==> src/rtl/ldl_sfifo_v2.sv <==
// ldl_sfifo_v2: single-clock FIFO, FWFT or registered read, with count, almost flags and error pulses
// Ports:
//   clk, rst           clock (rising edge), synchronous active-high reset
//   we, din            write request and data, taken when we && ~full
//   re, dout           read request (pop) and read data
//   empty, full        no words / 2**AW words stored
//   afull, aempty      cnt >= AFULL_TH / cnt <= AEMPTY_TH
//   cnt                words stored, 0..2**AW
//   overflow           one-cycle pulse after a write attempted while full
//   underflow          one-cycle pulse after a read attempted while empty
module ldl_sfifo_v2 #(
    parameter int DW        = 8,
    parameter int AW        = 4,
    parameter int AHEAD     = 1,
    parameter int AFULL_TH  = 14,
    parameter int AEMPTY_TH = 2
) (
    input  logic          clk,
    input  logic          rst,
    input  logic          we,
    input  logic [DW-1:0] din,
    input  logic          re,
    output logic [DW-1:0] dout,
    output logic          empty,
    output logic          full,
    output logic          afull,
    output logic          aempty,
    output logic [AW:0]   cnt,
    output logic          overflow,
    output logic          underflow
);
    localparam logic [AW:0] ONE = 1;
    localparam logic [AW:0] AF  = (AW+1)'(AFULL_TH);
    localparam logic [AW:0] AE  = (AW+1)'(AEMPTY_TH);

    logic [DW-1:0] mem [2**AW];
    logic [AW:0]   wptr, rptr;
    logic          wr_ok, rd_ok;
    logic [DW-1:0] head;

    // No bypass: acceptance depends only on the registered occupancy.
    assign wr_ok  = !rst && we && !full;
    assign rd_ok  = !rst && re && !empty;
    assign empty  = cnt == '0;
    // cnt never exceeds 2**AW, so its top bit alone marks full.
    assign full   = cnt[AW];
    assign afull  = cnt >= AF;
    assign aempty = cnt <= AE;
    assign head   = mem[rptr[AW-1:0]];

    always_ff @(posedge clk) begin
        if (wr_ok) mem[wptr[AW-1:0]] <= din;
    end

    always_ff @(posedge clk) begin
        if (rst) begin
            wptr      <= '0;
            rptr      <= '0;
            cnt       <= '0;
            overflow  <= 1'b0;
            underflow <= 1'b0;
        end else begin
            if (wr_ok) wptr <= wptr + ONE;
            if (rd_ok) rptr <= rptr + ONE;
            if (wr_ok && !rd_ok) cnt <= cnt + ONE;
            else if (rd_ok && !wr_ok) cnt <= cnt - ONE;
            overflow  <= we && full;
            underflow <= re && empty;
        end
    end

    if (AHEAD != 0) begin : g_fwft
        // Forced to zero while empty so stale memory never leaks out.
        assign dout = empty ? '0 : head;
    end else begin : g_reg
        always_ff @(posedge clk) begin
            if (rst) dout <= '0;
            else if (rd_ok) dout <= head;
        end
    end
endmodule

==> config.mk <==
export PLATFORM = sky130hd
export DESIGN_NAME = ldl_sfifo_v2
export DESIGN_NICKNAME = d
export VERILOG_FILES = /design/src/rtl/ldl_sfifo_v2.sv
export SDC_FILE = /design/constraint.sdc
export NUM_CORES = 1
export LEC_CHECK = 0
export ABC_AREA = 1
export BUFFER_PORTS_ARGS = -buffer_cell sky130_fd_sc_hd__buf_2
export CAP_MARGIN = 20
export CORE_UTILIZATION = 45
export CTS_CLUSTER_SIZE = 20
export DETAILED_ROUTE_END_ITERATION = 6
export PLACE_DENSITY_LB_ADDON = 0.05
export SETUP_SLACK_MARGIN = 0.1
export SLEW_MARGIN = 10
export SYNTH_ARGS = -nofsm -noshare
export SYNTH_HDL_FRONTEND = slang
export SYNTH_SLANG_ARGS = --single-unit
==> constraint.sdc <==
create_clock -name clk -period 5.5 [get_ports clk]
set_input_delay 0 -clock clk [delete_from_list [all_inputs] [get_ports clk]]
set_output_delay 0 -clock clk [all_outputs]
set_load 0.02 [all_outputs]
Word level (Yosys, flattened, before mapping)
Memory sizes are Yosys's and may differ from the RTL's. A register that Yosys moved wholly into a read port is not among the register bits.
Cells that the tools add are included.
W data, S select, Z words.
{"block": "op_classes", "addsub": 4, "n_lt_le_gt_ge": 2, "muxes": 7, "n_reduce_logical": 15}
{"op": "$add A5 B1 Y5 const B", "count": 3}
{"op": "$mux W5", "count": 2}
{"op": "$logic_and A1 B1 Y1", "count": 8}
{"op": "$mux W4", "count": 2}
{"op": "$mux W8", "count": 1}
{"op": "$ge A5 B4 Y1 const B", "count": 1}
{"op": "$le A5 B2 Y1 const B", "count": 1}
{"op": "$logic_not A1 Y1", "count": 5}
{"op": "$logic_not A5 Y1", "count": 1}
{"op": "$sub A5 B1 Y5 const B", "count": 1}
{"op": "$mux W1", "count": 2}
{"op": "$reduce_bool A2 Y1", "count": 1}
{"block": "word_totals", "ff_bits": 17, "mem_bits_rw": 128, "input_bits": 12, "output_inout_bits": 19, "word_cells": 34, "mem_count": 1}
{"memory": "mem", "words": 16, "word_bits": 8, "read_ports": 1, "rd_clocked_by_memory_dff": 1, "write_ports": 1, "line_no": "36", "source": "logic [DW-1:0] mem [2**AW];"}

Depth between registers and ports, before layout
Gate-level depths: netlist (run 1).
{"block": "depth", "depth_word": 7, "mapped_depth": 14, "mapped_depth_nobuf": 13}

Least setup slack after synthesis (run 1)
Ideal clock, no wire load.
{"block": "synth_timing", "kind": "register to register", "start": "register cnt[4]", "end": "register cnt[4]", "setup_time_ns": 0.070, "arrival_time_ns": 2.031, "required_ns": 5.430, "setup_slack_ns": 3.399, "path_stages_with_launch": 13, "path_buffers": 0, "synth_period_minus_slack_ns": 2.101, "path_cell_list": "dfxtp_1 -> inv_1 -> nand3_2 -> nand2_2 -> ha_1 -> inv_1 -> ha_1 -> or2_2 -> nand2_1 -> nand2b_1 -> nand2_1 -> nand2_1 -> a21oi_1"}
{"block": "synth_via", "elab_chain_len": 6, "elab_cells_between_ends": 14, "classes_between": "add/sub: 2; mux: 2; reduce/logical: 10"}
{"item": "start: declaration", "line_no": "28", "source": "output logic [AW:0] cnt,"}
{"item": "start signal: assignment", "line_no": "65", "source": "if (wr_ok && !rd_ok) cnt <= cnt + ONE;"}
{"item": "start signal: assignment", "line_no": "66", "source": "else if (rd_ok && !wr_ok) cnt <= cnt - ONE;"}
{"item": "parallel branches: the longest is 6 deep, another holds $sub A5 B1 Y5"}
Several ways; the timed one is not identified. The select of a mux whose other input is x is not followed.
A chain may end at the register's enable or synchronous reset.

==> run summary, run 1 <==
result of the run = finished with violations
violated checks = DRC
Worst Slack Setup Final = 2810 ps
worst slack at placement = 3030 ps
PwrDens = 459 nW/um2
list of most frequent post-synthesis cells = 185 x sky130_fd_sc_hd__nand2_1, 128 x sky130_fd_sc_hd__edfxtp_1, 100 x sky130_fd_sc_hd__nand3_1, 33 x sky130_fd_sc_hd__nor2_1, 20 x sky130_fd_sc_hd__inv_1
setup repair after global routing missed its margin = false
final-report setup violation count = 0
Worst-Skew Late Latency = 420 ps
die extent in x = 119 um
Util after Layout = 53.4%
wire length of the first global-routing pass = 22200 um
proportion of synthesized chip area in sequential cells = 68.0%
clock tree root buffer cell = sky130_fd_sc_hd__clkbuf_16
clock tree from TritonCTS = built
buffers plus inverters on the worst setup path = 4
Ys Warns = 0
number of flops mapped to enable cells by yosys = 128
Slowest-stage cell, CP = sky130_fd_sc_hd__buf_4
max-slew violations = 0
antenna fix cells = 0
measured slew at the worst slew-check pin = 1120 ps
synthesized net count = 585
overall track demand over capacity in global routing = 21.8%
wire length the detailed router placed on met1 = 6800 um
dominant delay contributor by cell family on the critical path = buffers and inverters
uppermost routed layer = met4
# IOs = 31
DRC Markers = 3
worst slew margin relative to its limit = 25.1%
Final ANT Viol Nets = 0
die boundary height = 119 um
TritonRoute pass-1 iters = 7
hold-fix buffers at CTS = 11
Core ar. = 13300 um2
commonest register cell after synthesis = sky130_fd_sc_hd__edfxtp_1
Cell Area, Placed = 6410 um2
critical-path cell list = buf_4 > inv_2 > buf_12 > nand2_1 > nand3_1 > nand3_1 > nand2_1 > nand2_1 > a21oi_1 > buf_2
Synth top area share = 61.9%
CP Data Arrival Time = 2690 ps
hold crit path type = primary input to register
worst setup path category = register to output port
register bit total from synthesis = 147
post-detailed-route wirelength per cell = 18.0 um
accumulated negative setup slack = 0 ps
Worst Path Required = 5500 ps
number of buffers added for setup after CTS = 0
Synth-to-Final Area Change = 14.8%
number of antenna violations at the first check in global routing = 0
level count of the clock H-tree = 4
cells after synthesis = 563
delay of the slowest cell on the worst path = 530 ps
total clock buffers created by CTS = 17
most numerous cell in the Yosys netlist = sky130_fd_sc_hd__nand2_1
ys async rst share = 0%
setup clock skew after layout = 7.85 ps
synth top area cells = sky130_fd_sc_hd__edfxtp_1 62%, sky130_fd_sc_hd__nand2_1 11%, sky130_fd_sc_hd__nand3_1 8.1%
number of nets in the layout = 623
endpoint kind of the worst setup timing path = output port
vias in the first global route = 3852
static leakage power = 2.70 nW
Port Buf Inserts = 30
largest voltage drop on the vdd net = 0.338 mV
post-synthesis average cell area = 11.0 um2
highest fanout seen on the critical path = 65
clock slew at reported path FFs = 60 ps
crit start category = register
hpwl dp = 8710 um
cell with the most instances on the worst path = sky130_fd_sc_hd__nand2_1
metal2 WL = 6470 um
count of distinct cell types in the synthesized netlist = 25
number of hold violations in the final report = 0
routed wl met3 = 693 um
Final Cycle Share = 48.8%
clk sink count = 147
starting utilization of the core area = 46.5%
reported max-cap violation count = 0
Tmin final = 2690 ps
cell taking the most area after synthesis = sky130_fd_sc_hd__edfxtp_1
Hold Slack = 24.1 ps
largest net degree at the start of global routing = 66
total number of vias = 4085
DRC violation total after the first TritonRoute iteration = 310
fraction of final layout cells with drive strength greater than 1 = 11.9%
number of buffers between clock root and the deepest sink = 2
DRT Wirelength = 14300 um
Vias per Instance = 5.17
combined area of all synthesized cells = 6210 um2
final instance area = 7130 um2
Die ar. = 14300 um2
quantity of gates resized following cts = 0
final global-route overflow total = 0
highest clock frequency the design can meet = 372 MHz
Rows = 42
final weighted congestion of routability-driven global placement = 0.776
## sequential cells by signal, indices dropped and copies added (netlist names), named ones only
signal     flops
cnt            5
overflow       1
mem          128
underflow      1
wptr           4
rptr           4
## where the power goes
part	internal, mW	switching [mW]
clock	0.709	0.438
sequential	1.26	0.0384
combinational	0.268	0.560
total	2.23	1.04
## worst reg2reg max path: stages (launching register included)
cell	delay [ps]
sky130_fd_sc_hd__dfxtp_1	420
sky130_fd_sc_hd__inv_1	150
sky130_fd_sc_hd__nand3_2	130
sky130_fd_sc_hd__nand2_2	120
sky130_fd_sc_hd__ha_1	230
sky130_fd_sc_hd__inv_1	150
sky130_fd_sc_hd__ha_1	280
sky130_fd_sc_hd__or2_2	300
sky130_fd_sc_hd__nand2_1	70
sky130_fd_sc_hd__nand2b_1	50
sky130_fd_sc_hd__nand2_1	50
sky130_fd_sc_hd__nand2_1	40
sky130_fd_sc_hd__a21oi_1	100
## layout make-up
| type | instances | area [um2] |
|---|---|---|
| clock buffer | 18 | 429 |
| clock inverter | 14 | 163 |
| fill | 1199 | 6220 |
| inverter | 25 | 93.8 |
| multi-input combinational | 365 | 1680 |
| sequential | 147 | 4230 |
| tap | 176 | 220 |
| timing repair buffer | 45 | 323 |
## logic make-up (layout without fill, tap and decap cells)
logic type / count (synthesis) / after routing / synth area share [%]
xor+xnor: 4 / 4 / 0.564
simple gates: 325 / 325 / 22.1
fa+ha+maj: 10 / 10 / 2.14
flops: 147 / 147 / 68.0
buf+inv: 51 / 102 / 5.02
compound gates: 26 / 26 / 2.14
## worst paths after layout
path,from,endpoint,slack (ps),cells past startpoint
min reg2reg,rptr[1]$_SDFFE_PP0P_,rptr[1]$_SDFFE_PP0P_,500,2
max,register,dout[0],2810,10
min,din[2],mem[0][2]$_DFFE_PP_,20,1
max reg2reg,cnt[4]$_SDFFE_PP0P_,cnt[4]$_SDFFE_PP0P_,3350,12
## cells in the final DEF, fill, tap and decap left out
cell type	netlist	layout
sky130_fd_sc_hd__buf_16	0	1
sky130_fd_sc_hd__buf_12	0	1
sky130_fd_sc_hd__dfxtp_1	19	18
sky130_fd_sc_hd__clkbuf_1	2	1
sky130_fd_sc_hd__nand2_2	1	1
sky130_fd_sc_hd__edfxtp_1	128	128
sky130_fd_sc_hd__a21oi_1	17	17
sky130_fd_sc_hd__nand2b_1	1	1
sky130_fd_sc_hd__nor3_1	2	2
sky130_fd_sc_hd__o21ai_1	1	1
sky130_fd_sc_hd__inv_6	0	1
sky130_fd_sc_hd__nand3_1	100	100
sky130_fd_sc_hd__o21ai_0	7	7
sky130_fd_sc_hd__nand2_1	185	185
sky130_fd_sc_hd__buf_2	6	30
sky130_fd_sc_hd__dlygate4sd3_1	0	11
sky130_fd_sc_hd__inv_1	20	20
sky130_fd_sc_hd__xor2_1	4	4
sky130_fd_sc_hd__clkinv_4	0	2
sky130_fd_sc_hd__a211oi_1	1	1
sky130_fd_sc_hd__ha_1	9	9
sky130_fd_sc_hd__nand3_2	1	1
sky130_fd_sc_hd__nor2_1	33	33
sky130_fd_sc_hd__nand3_4	1	1
sky130_fd_sc_hd__clkinvlp_4	0	3
sky130_fd_sc_hd__fa_1	1	1
sky130_fd_sc_hd__clkinv_1	1	2
sky130_fd_sc_hd__bufinv_16	0	3
sky130_fd_sc_hd__or2_2	1	1
sky130_fd_sc_hd__clkinv_2	0	4
sky130_fd_sc_hd__buf_4	6	2
sky130_fd_sc_hd__clkbuf_16	0	17
sky130_fd_sc_hd__dfxtp_2	0	1
sky130_fd_sc_hd__inv_2	4	4
## per-layer routing
layer,GRT usage [%],vias to the layer above
li1,-,2008
met1,30.5,1941
met2,32.3,113
met3,5.22,23
met4,9.30,0
met5,0,-
## through the flow
stage	cells	power [mW]
2_1_floorplan	563	1.92
3_3_place_gp	745	2.12
3_5_place_dp	746	2.14
4_1_cts	789	3.29
5_1_grt	790	3.44
6_report	790	3.27
No activity file was read; power rests on OpenSTA's default activity.
==> inputs of run 2 (changes only) <==
Clock period 5.5 ns to 2.4 ns, I/O delays scaled along.
==> run 2 against run 1 <==
The flow now finishes without violations. Utilization grew 0.64 points. Sequential share of layout area shrank 0.70 points. Clock power grew 120%. Cell count grew 2.0%. Sequential cell count is the same. Via count grew 0.91%. Cell area grew 1.2%. Combinational power grew 140%. Hold slack lost 18 ps. Clock-buffer cell count is the same. Register-to-register slack lost 3000 ps. First-iteration DRC count shrank 9.0%.
==> run summary, run 2 (synthesis results as in run 1) <==
result of the run = complete, no violations
reported max-cap violation count = 0
Worst Path Required = 2400 ps
Tmin final = 2160 ps
highest fanout seen on the critical path = 20
proportion of power drawn by the clock network = 33.3%
clk sink count = 147
final weighted congestion of routability-driven global placement = 0.814
number of nets in the layout = 639
setup clock skew after layout = 4.94 ps
DRT Wirelength = 14700 um
largest voltage drop on the vdd net = 0.909 mV
Seq pwr share = 40.2%
Vias per Instance = 5.11
endpoint kind of the worst setup timing path = output port
hpwl dp = 9020 um
worst setup path category = register to output port
setup repair after global routing missed its margin = false
die extent in x = 119 um
leading cell type in the layout, fill and taps excluded = sky130_fd_sc_hd__nand2_1
Core ar. = 13300 um2
clock slew at reported path FFs = 60 ps
internal cell power = 5.02 mW
final-report setup violation count = 0
post-detailed-route wirelength per cell = 18.2 um
starting utilization of the core area = 46.5%
Final Cycle Share = 89.9%
number of buffers between clock root and the deepest sink = 2
Cell Area, Placed = 6570 um2
accumulated negative setup slack = 0 ps
measured slew at the worst slew-check pin = 671 ps
Die ar. = 14300 um2
clock tree root buffer cell = sky130_fd_sc_hd__clkbuf_16
number of antenna violations at the first check in global routing = 0
fin cells = 806
CP Data Arrival Time = 2160 ps
die boundary height = 119 um
wire length of the first global-routing pass = 22900 um
total number of vias = 4122
fraction of final layout cells with drive strength greater than 1 = 14.6%
Worst-Skew Late Latency = 420 ps
total clock buffers created by CTS = 17
crit start category = register
post-layout total power = 7.46 mW
TritonRoute pass-1 iters = 5
Rows = 42
hold crit path type = primary input to register
worst slew margin relative to its limit = 55.2%
overall track demand over capacity in global routing = 22.1%
flip-flop count of the largest register, all copies and words added = 128
Final ANT Viol Nets = 0
DRC Markers = 0
placed cell count = 767
Worst Slack Setup Final = 242 ps
Port Buf Inserts = 30
reported net switching power = 2.44 mW
final instance area = 7210 um2
antenna fix cells = 0
# IOs = 31
switching share of power = 32.7%
clock tree from TritonCTS = built
static leakage power = 2.78 nW
number of hold violations in the final report = 0
level count of the clock H-tree = 4
largest net degree at the start of global routing = 48
DRC violation total after the first TritonRoute iteration = 282
most frequent cells in the layout = 185 x sky130_fd_sc_hd__nand2_1, 128 x sky130_fd_sc_hd__edfxtp_1, 100 x sky130_fd_sc_hd__nand3_1
part of the power in combinational logic = 26.6%
highest clock frequency the design can meet = 463 MHz
PwrDens = 1030 nW/um2
vias in the first global route = 4008
Filler Cell Count = 1213
Synth-to-Final Area Change = 16.2%
final global-route overflow total = 0
max-slew violations = 0
worst slack at placement = 270 ps
==> run 2: area by class of cell <==
type	count	area (um2)	share of cell area (%)
clock inverters	14	120	1.66
repair buffers	61	440	6.10
flip-flops and latches	147	4230	58.6
clock buffers	18	429	5.95
well taps	176	220	3.05
inverters	25	93.8	1.30
multi-input cells	365	1690	23.4
==> run 2: per-stage QoR <==
step | hold WS [ps] | utilization (%)
floorplan | 98.9 | -
global placement | 283 | 49.2
detailed placement | 275 | 49.2
CTS | 3.87 | 53.8
global route | 11.7 | 54.0
finish | 6.27 | 54.0
==> run 2: final timing paths <==
path                        start                   end  slack (ps)  cells past startpoint
min                        din[2]   mem[8][2]$_DFFE_PP_           6                      1
max                      register               dout[7]         240                      8
max reg2reg   cnt[1]$_SDFFE_PP0P_   cnt[4]$_SDFFE_PP0P_         330                     12
min reg2reg  wptr[2]$_SDFFE_PP0P_  wptr[2]$_SDFFE_PP0P_         500                      2
==> run 2: power by group through the flow <==
stage | Clock (mW) | Sequential [mW] | Combinational [mW]
6_report | 2.48 | 2.99 | 1.98
5_1_grt | 2.62 | 3.01 | 2.19
4_1_cts | 2.52 | 2.99 | 1.95
3_5_place_dp | 0 | 3.04 | 1.93
3_3_place_gp | 0 | 3.04 | 1.91
2_1_floorplan | 0 | 3.07 | 1.34
==> run 2: repair_timing <==
action / CTS / global route
hold endpoints to repair: 41 / 0
buffers inserted: 0 / 0
setup endpoints to repair: 0 / 4
hold buffers: 6 / 0
gates resized for setup: 0 / 4
==> run 2: per-layer routing <==
metal | share of wire [%] | global-route usage, % | wire, um
met5 | 0 | 0 | 0
met4 | 1.4 | 8.20 | 199
met3 | 4.7 | 4.12 | 684
met2 | 46 | 33.3 | 6720
met1 | 48 | 31.9 | 7050
==> run 2: worst max-delay path, stage by stage (launching register included) <==
cell and delay [ps]:
sky130_fd_sc_hd__dfxtp_1 310, sky130_fd_sc_hd__inv_1 370, sky130_fd_sc_hd__buf_4 370, sky130_fd_sc_hd__nand3_1 130
sky130_fd_sc_hd__nand3_1 140, sky130_fd_sc_hd__nand2_1 70, sky130_fd_sc_hd__nand2_1 80, sky130_fd_sc_hd__a21oi_1 80
sky130_fd_sc_hd__buf_2 170
